--- src/rtl/acc_mult_seq_pkg.sv ---
// Shared types and constants for the shift-and-add multiply sequencer.
//   state_t   : sequencer states (idle, accumulator clear, iterate, done)
//   DEF_W     : default data path width
//   cnt_width : iteration counter width derived from the data path width
package acc_mult_seq_pkg;

  localparam int unsigned DEF_W = 8;

  typedef enum logic [1:0] {
    ST_IDLE  = 2'd0,
    ST_CLEAR = 2'd1,
    ST_ITER  = 2'd2,
    ST_DONE  = 2'd3
  } state_t;

  // One extra bit over log2(W) so the counter can represent W itself.
  function automatic int unsigned cnt_width(input int unsigned w);
    return 32'($clog2(w)) + 32'd1;
  endfunction

endpackage

--- src/rtl/acc_mult_dp.sv ---
// Operand shift registers and iteration counter for acc_mult_seq.
// Ports:
//   i_clk, i_reset     : clock, synchronous active-high reset
//   i_load             : capture i_op_a/i_op_b and clear the counter
//   i_shift            : advance one iteration (mcand <<1, mplier >>1, count+1)
//   i_op_a, i_op_b     : multiplicand / multiplier to capture
//   o_mcand            : current shifted multiplicand
//   o_mplier_lsb       : two low multiplier bits (current and next iteration)
//   o_last             : counter is on the final iteration
module acc_mult_dp
  import acc_mult_seq_pkg::*;
#(
  parameter int unsigned W = DEF_W
) (
  input  logic         i_clk,
  input  logic         i_reset,
  input  logic         i_load,
  input  logic         i_shift,
  input  logic [W-1:0] i_op_a,
  input  logic [W-1:0] i_op_b,
  output logic [W-1:0] o_mcand,
  output logic [1:0]   o_mplier_lsb,
  output logic         o_last
);

  localparam int unsigned CW = cnt_width(W);

  logic [W-1:0]  r_mcand;
  logic [W-1:0]  r_mplier;
  logic [CW-1:0] r_count;

  // Load has priority; the FSM never asserts both in the same cycle.
  always_ff @(posedge i_clk) begin
    if (i_reset) begin
      r_mcand  <= '0;
      r_mplier <= '0;
      r_count  <= '0;
    end else if (i_load) begin
      r_mcand  <= i_op_a;
      r_mplier <= i_op_b;
      r_count  <= '0;
    end else if (i_shift) begin
      r_mcand  <= r_mcand << 1;
      r_mplier <= r_mplier >> 1;
      r_count  <= r_count + CW'(1);
    end
  end

  assign o_mcand      = r_mcand;
  assign o_mplier_lsb = r_mplier[1:0];
  assign o_last       = (r_count == CW'(W - 1));

endmodule

--- src/rtl/acc_mult_seq.sv ---
// Sequencer that drives a shared W-bit accumulator to form the low W bits
// of an unsigned W x W product by shift-and-add, with fixed latency.
// Ports:
//   Clk, Reset   : clock, synchronous active-high reset (shared with accumulator)
//   Start        : request a multiply; only honoured in idle
//   OpA, OpB     : multiplicand / multiplier, captured when Start is accepted
//   AccIn        : accumulator read-back (DataOut)
//   AccWriteEn   : accumulator WriteEn
//   AccDataOut   : accumulator DataIn
//   Busy         : operation in progress (clear + iterate)
//   Done         : one-cycle completion pulse
//   Result       : registered product, held until the next completion
module acc_mult_seq
  import acc_mult_seq_pkg::*;
#(
  parameter int unsigned W = DEF_W
) (
  input  logic         Clk,
  input  logic         Reset,
  input  logic         Start,
  input  logic [W-1:0] OpA,
  input  logic [W-1:0] OpB,
  input  logic [W-1:0] AccIn,
  output logic         AccWriteEn,
  output logic [W-1:0] AccDataOut,
  output logic         Busy,
  output logic         Done,
  output logic [W-1:0] Result
);

  state_t       r_state;
  logic         r_busy;
  logic         r_done;
  logic         r_acc_wen;
  logic [W-1:0] r_result;

  logic         w_load;
  logic         w_shift;
  logic [W-1:0] w_mcand;
  logic [1:0]   w_mplier_lsb;
  logic         w_last;
  logic [W-1:0] w_sum;

  assign w_load  = (r_state == ST_IDLE) && Start;
  assign w_shift = (r_state == ST_ITER);

  acc_mult_dp #(
    .W (W)
  ) u_dp (
    .i_clk        (Clk),
    .i_reset      (Reset),
    .i_load       (w_load),
    .i_shift      (w_shift),
    .i_op_a       (OpA),
    .i_op_b       (OpB),
    .o_mcand      (w_mcand),
    .o_mplier_lsb (w_mplier_lsb),
    .o_last       (w_last)
  );

  // Partial-product add; carry out of the top bit is dropped.
  assign w_sum = AccIn + w_mcand;

  // FSM with registered status outputs. The write enable is precomputed one
  // cycle ahead from the multiplier bit that the next cycle will consume.
  always_ff @(posedge Clk) begin
    if (Reset) begin
      r_state   <= ST_IDLE;
      r_busy    <= 1'b0;
      r_done    <= 1'b0;
      r_acc_wen <= 1'b0;
      r_result  <= '0;
    end else begin
      case (r_state)
        ST_IDLE: begin
          r_done <= 1'b0;
          if (Start) begin
            r_state   <= ST_CLEAR;
            r_busy    <= 1'b1;
            r_acc_wen <= 1'b1;
          end
        end
        ST_CLEAR: begin
          r_state   <= ST_ITER;
          r_acc_wen <= w_mplier_lsb[0];
        end
        ST_ITER: begin
          if (w_last) begin
            r_state   <= ST_DONE;
            r_busy    <= 1'b0;
            r_done    <= 1'b1;
            r_acc_wen <= 1'b0;
            r_result  <= w_mplier_lsb[0] ? w_sum : AccIn;
          end else begin
            r_acc_wen <= w_mplier_lsb[1];
          end
        end
        ST_DONE: begin
          r_state <= ST_IDLE;
          r_done  <= 1'b0;
        end
        default: begin
          r_state   <= ST_IDLE;
          r_busy    <= 1'b0;
          r_done    <= 1'b0;
          r_acc_wen <= 1'b0;
        end
      endcase
    end
  end

  // A reset arriving mid-operation must not let a write slip through.
  assign AccWriteEn = r_acc_wen && !Reset;
  assign AccDataOut = (r_state == ST_ITER) ? w_sum : '0;
  assign Busy       = r_busy;
  assign Done       = r_done;
  assign Result     = r_result;

endmodule

--- config.mk ---
export PLATFORM = sky130hd
export DESIGN_NAME = acc_mult_seq
export DESIGN_NICKNAME = d
export VERILOG_FILES = /design/src/rtl/acc_mult_seq_pkg.sv /design/src/rtl/acc_mult_dp.sv /design/src/rtl/acc_mult_seq.sv
export SDC_FILE = /design/constraint.sdc
export NUM_CORES = 1
export LEC_CHECK = 0
export CORE_MARGIN = 4
export CORE_UTILIZATION = 30
export CTS_BUF_LIST = sky130_fd_sc_hd__clkbuf_4 sky130_fd_sc_hd__clkbuf_8 sky130_fd_sc_hd__clkbuf_16
export DETAILED_ROUTE_END_ITERATION = 7
export HOLD_SLACK_MARGIN = 0.03
export PLACE_DENSITY = 0.61
export SLEW_MARGIN = 15
export SYNTH_ARGS = -nofsm -noshare
export SYNTH_HDL_FRONTEND = slang
export SYNTH_SLANG_ARGS = --single-unit
--- constraint.sdc ---
create_clock -name Clk -period 3.45 [get_ports Clk]
set_clock_uncertainty 0.15 [all_clocks]
set_input_delay 0.69 -clock Clk [delete_from_list [all_inputs] [get_ports Clk]]
set_output_delay 0.69 -clock Clk [all_outputs]
set_load 0.02 [all_outputs]
==> out/metrics.csv <==
stage,metric,value,unit
drt,ant_nets,0,
cells_and_area,finalInstanceArea,2650,sq um
die,fp.dieH,88.4,um
synth,yosys.area.top_type,dfxtp_1,
synth,synth_area_leaders,"dfxtp_1, mux2i_1, ha_1, a211oi_1, nor2_1",
setup_path,r2r-start,r_state[0]$_SDFFE_PP0P_,
clock_tree,cts_tree,built,
cells_and_area,fin_cells,355,
setup_path,path_max_fanout,3,
drt,wl_per_cell,13.7,um
synth,ys.flop_type,dfxtp_1,
drt,initialDrtViolationCount,40,
setup_path,required,2.61,ns
clock_tree,hold_buffers,0,
pwr,ir_drop,214,uV
pwr,fin_total_pwr,1.73,mW
sta,rsz0062_at_grt,no,
synth,netlist_instances,221,
sta,tns,0,ns
clock_tree,numCtsBuffers,5,
global_route,grt.total_usage,0.132,
drt,via_per_inst,4.94,
synth,synth_area,1940,sq um
synth,async_reset_ff_frac,0,
clock_tree,numClockSinks,33,
run,drv_cap,0,
synth,synth-seq-area-share,0.340,
sta,max_freq,0.304,GHz
cells_and_area,antenna_cells,0,
setup_path,reg2reg_depth,6,
clock_tree,post_cts.repair.setup_buffers,0,
cells_and_area,layout.nets,318,
setup_path,start_kind,input port,
global_route,grt_pass1_wl,7.99,mm
setup_path,criticalPathCategory,input port to primary output,
drt,dr.pass1.iters,4,
synth,synth_nets,262,
place,io_buffers,45,
cells_and_area,syn_to_final_growth,36.4,%
sta,layout_min_cycle_time,3.29,ns
clock_tree,path_clk_slew,0.07,ns
cells_and_area,drive_gt1_frac,0.151,
clock_tree,root_buffer,clkbuf_8,
setup_path,startpoint,AccIn[1],
synth,synth_top_area_frac,0.340,
global_route,grt_pass1_vias,1702,
min_path,hold_class,register to register,
sta,slew_violations,0,
sta,max_slew.worst_pin.slew,0.926,ns
global_route,grt_overflow,0,
sta,final_hold_viol_count,0,
status,status,finished clean,
global_route,grt_max_degree,34,
pwr,p_leak,1.02,nW
synth,synth.distinct_cells,39,
place,preCtsSetupSlack,-0.599,ns
sta,finalWorstSetupSlack,0.155,ns
drt,vias,1754,
global_route,antenna_found_initial,0,
die,initial_core_util,0.307,
place,place_area,2560,sq um
clock_tree,htree_levels,2,
pwr,powerDensity,655,nW/um^2
setup_path,critPathArrivalTime,2.45,ns
synth,yosysWarnings,0,
sta,fin_crit_sh,0.955,
die,fp-row-count,29,
place,hpwlAfterDp,3.61,mm
sta,slew_headroom,0.381,
sta,finalSetupViolations,0,
die,ioPinCount,46,
place,finalWeightedCongestion,0.778,
synth,synth.most_common_cell,dfxtp_1,
place,dp.cells,347,
setup_path,r2r-end,Result[4]$_SDFFE_PP0P_,
die,die_area,7820,sq um
die,die_x,88.4,um
synth,synth_commonest_cells,"dfxtp_1, nor2_1, mux2i_1, a211oi_1, ha_1",
min_path,hold_path_depth,2,
synth,synth-edff-count,0,
drt,wl,4.87,mm
clock_tree,clk_latency,0.29,ns
setup_path,r2r_slack,1.01,ns
setup_path,worstSetupEndpointType,primary output,
setup_path,crit_end,AccDataOut[6],
synth,syn_avg_cell_area,8.78,sq um
die,coreArea,6310,sq um
synth,synth-seq-cells,33,
clock_tree,cts_buffer_depth,2,
drt,route.detailed.drc,0,
critical path: stages:
cell             delay [ns]
clkdlybuf4s50_1        0.45
fa_2                   0.39
a211oi_2               0.25
o21bai_1               0.11
a21oi_1                0.19
mux2i_1                0.21
buf_4                  0.16
kinds of logic (layout without fill, tap and decap cells):
logic type / Yosys count / in the layout / synth area share
AOI/OAI and AO/OA: 58 / 58 / 0.204
xor gates and xnor gates: 7 / 7 / 0.0316
adders and majority gates: 14 / 14 / 0.0941
buffers and inverters: 21 / 78 / 0.0490
DFF: 33 / 33 / 0.340
muxes: 22 / 22 / 0.115
and+or+nand+nor: 66 / 66 / 0.166
layout make-up:
class	count	area, sq um
tap	77	96.3
timing repair buffer	64	571
inverter	6	22.5
fill	679	3670
sequential	33	661
multi-input combinational	167	1210
clock buffer	5	68.8
clock inverter	3	17.5
where the power goes:
group          internal, mW  switching, mW
combinational         0.428          0.466
sequential            0.467         0.0834
clock                 0.139          0.152
metrics by stage:
stage                util  hold WS (ns)
finish              0.419         0.324
global route        0.419         0.349
CTS                 0.419         0.325
detailed placement  0.405         0.316
global placement    0.405         0.309
floorplan               -         0.298
state kept, by name (all words and copies together), names as in the netlist:
signal / flops
u_dp.r_mplier: 8
u_dp.r_count: 4
Result: 8
u_dp.o_mcand: 8
r_state: 2
r_acc_wen: 1
Done: 1
Busy: 1
placed cells by master (no fill, tap or decap), types with 8 or more instances in the layout:
cell and n:
buf_4 20, nand2_1 8, a21oi_1 12, a211oi_1 15, nor2_1 28, mux2i_1 20, ha_1 12, dfxtp_1 33
nor3_1 8, clkdlybuf4s50_1 37
per-layer routing:
layer  routed length (um)  up-vias  global-route usage
met4                   67        0              0.0453
met2                 2190       47               0.213
li1                     -      914                   -
met1                 2340      786               0.171
met3                  280        7              0.0326
met5                    0        -                   0
worst min path at each step:
stage | from | to
floorplan | u_dp.r_mplier[7]$_SDFFE_PP0P_ | u_dp.r_mplier[7]$_SDFFE_PP0P_
CTS | r_acc_wen$_SDFFE_PP0P_ | r_acc_wen$_SDFFE_PP0P_
detailed placement | r_acc_wen$_SDFFE_PP0P_ | r_acc_wen$_SDFFE_PP0P_
global route | r_acc_wen$_SDFFE_PP0P_ | r_acc_wen$_SDFFE_PP0P_
global placement | r_acc_wen$_SDFFE_PP0P_ | r_acc_wen$_SDFFE_PP0P_
finish | r_acc_wen$_SDFFE_PP0P_ | r_acc_wen$_SDFFE_PP0P_
repair_timing:
| action | 4_1_cts | 5_1_grt |
|---|---|---|
| gates resized for setup | 22 | 6 |
| pin swaps | 2 | 5 |
| setup endpoints to repair | 6 | 5 |
| gates cloned | 0 | 0 |
(Power assumes the default switching activity.)
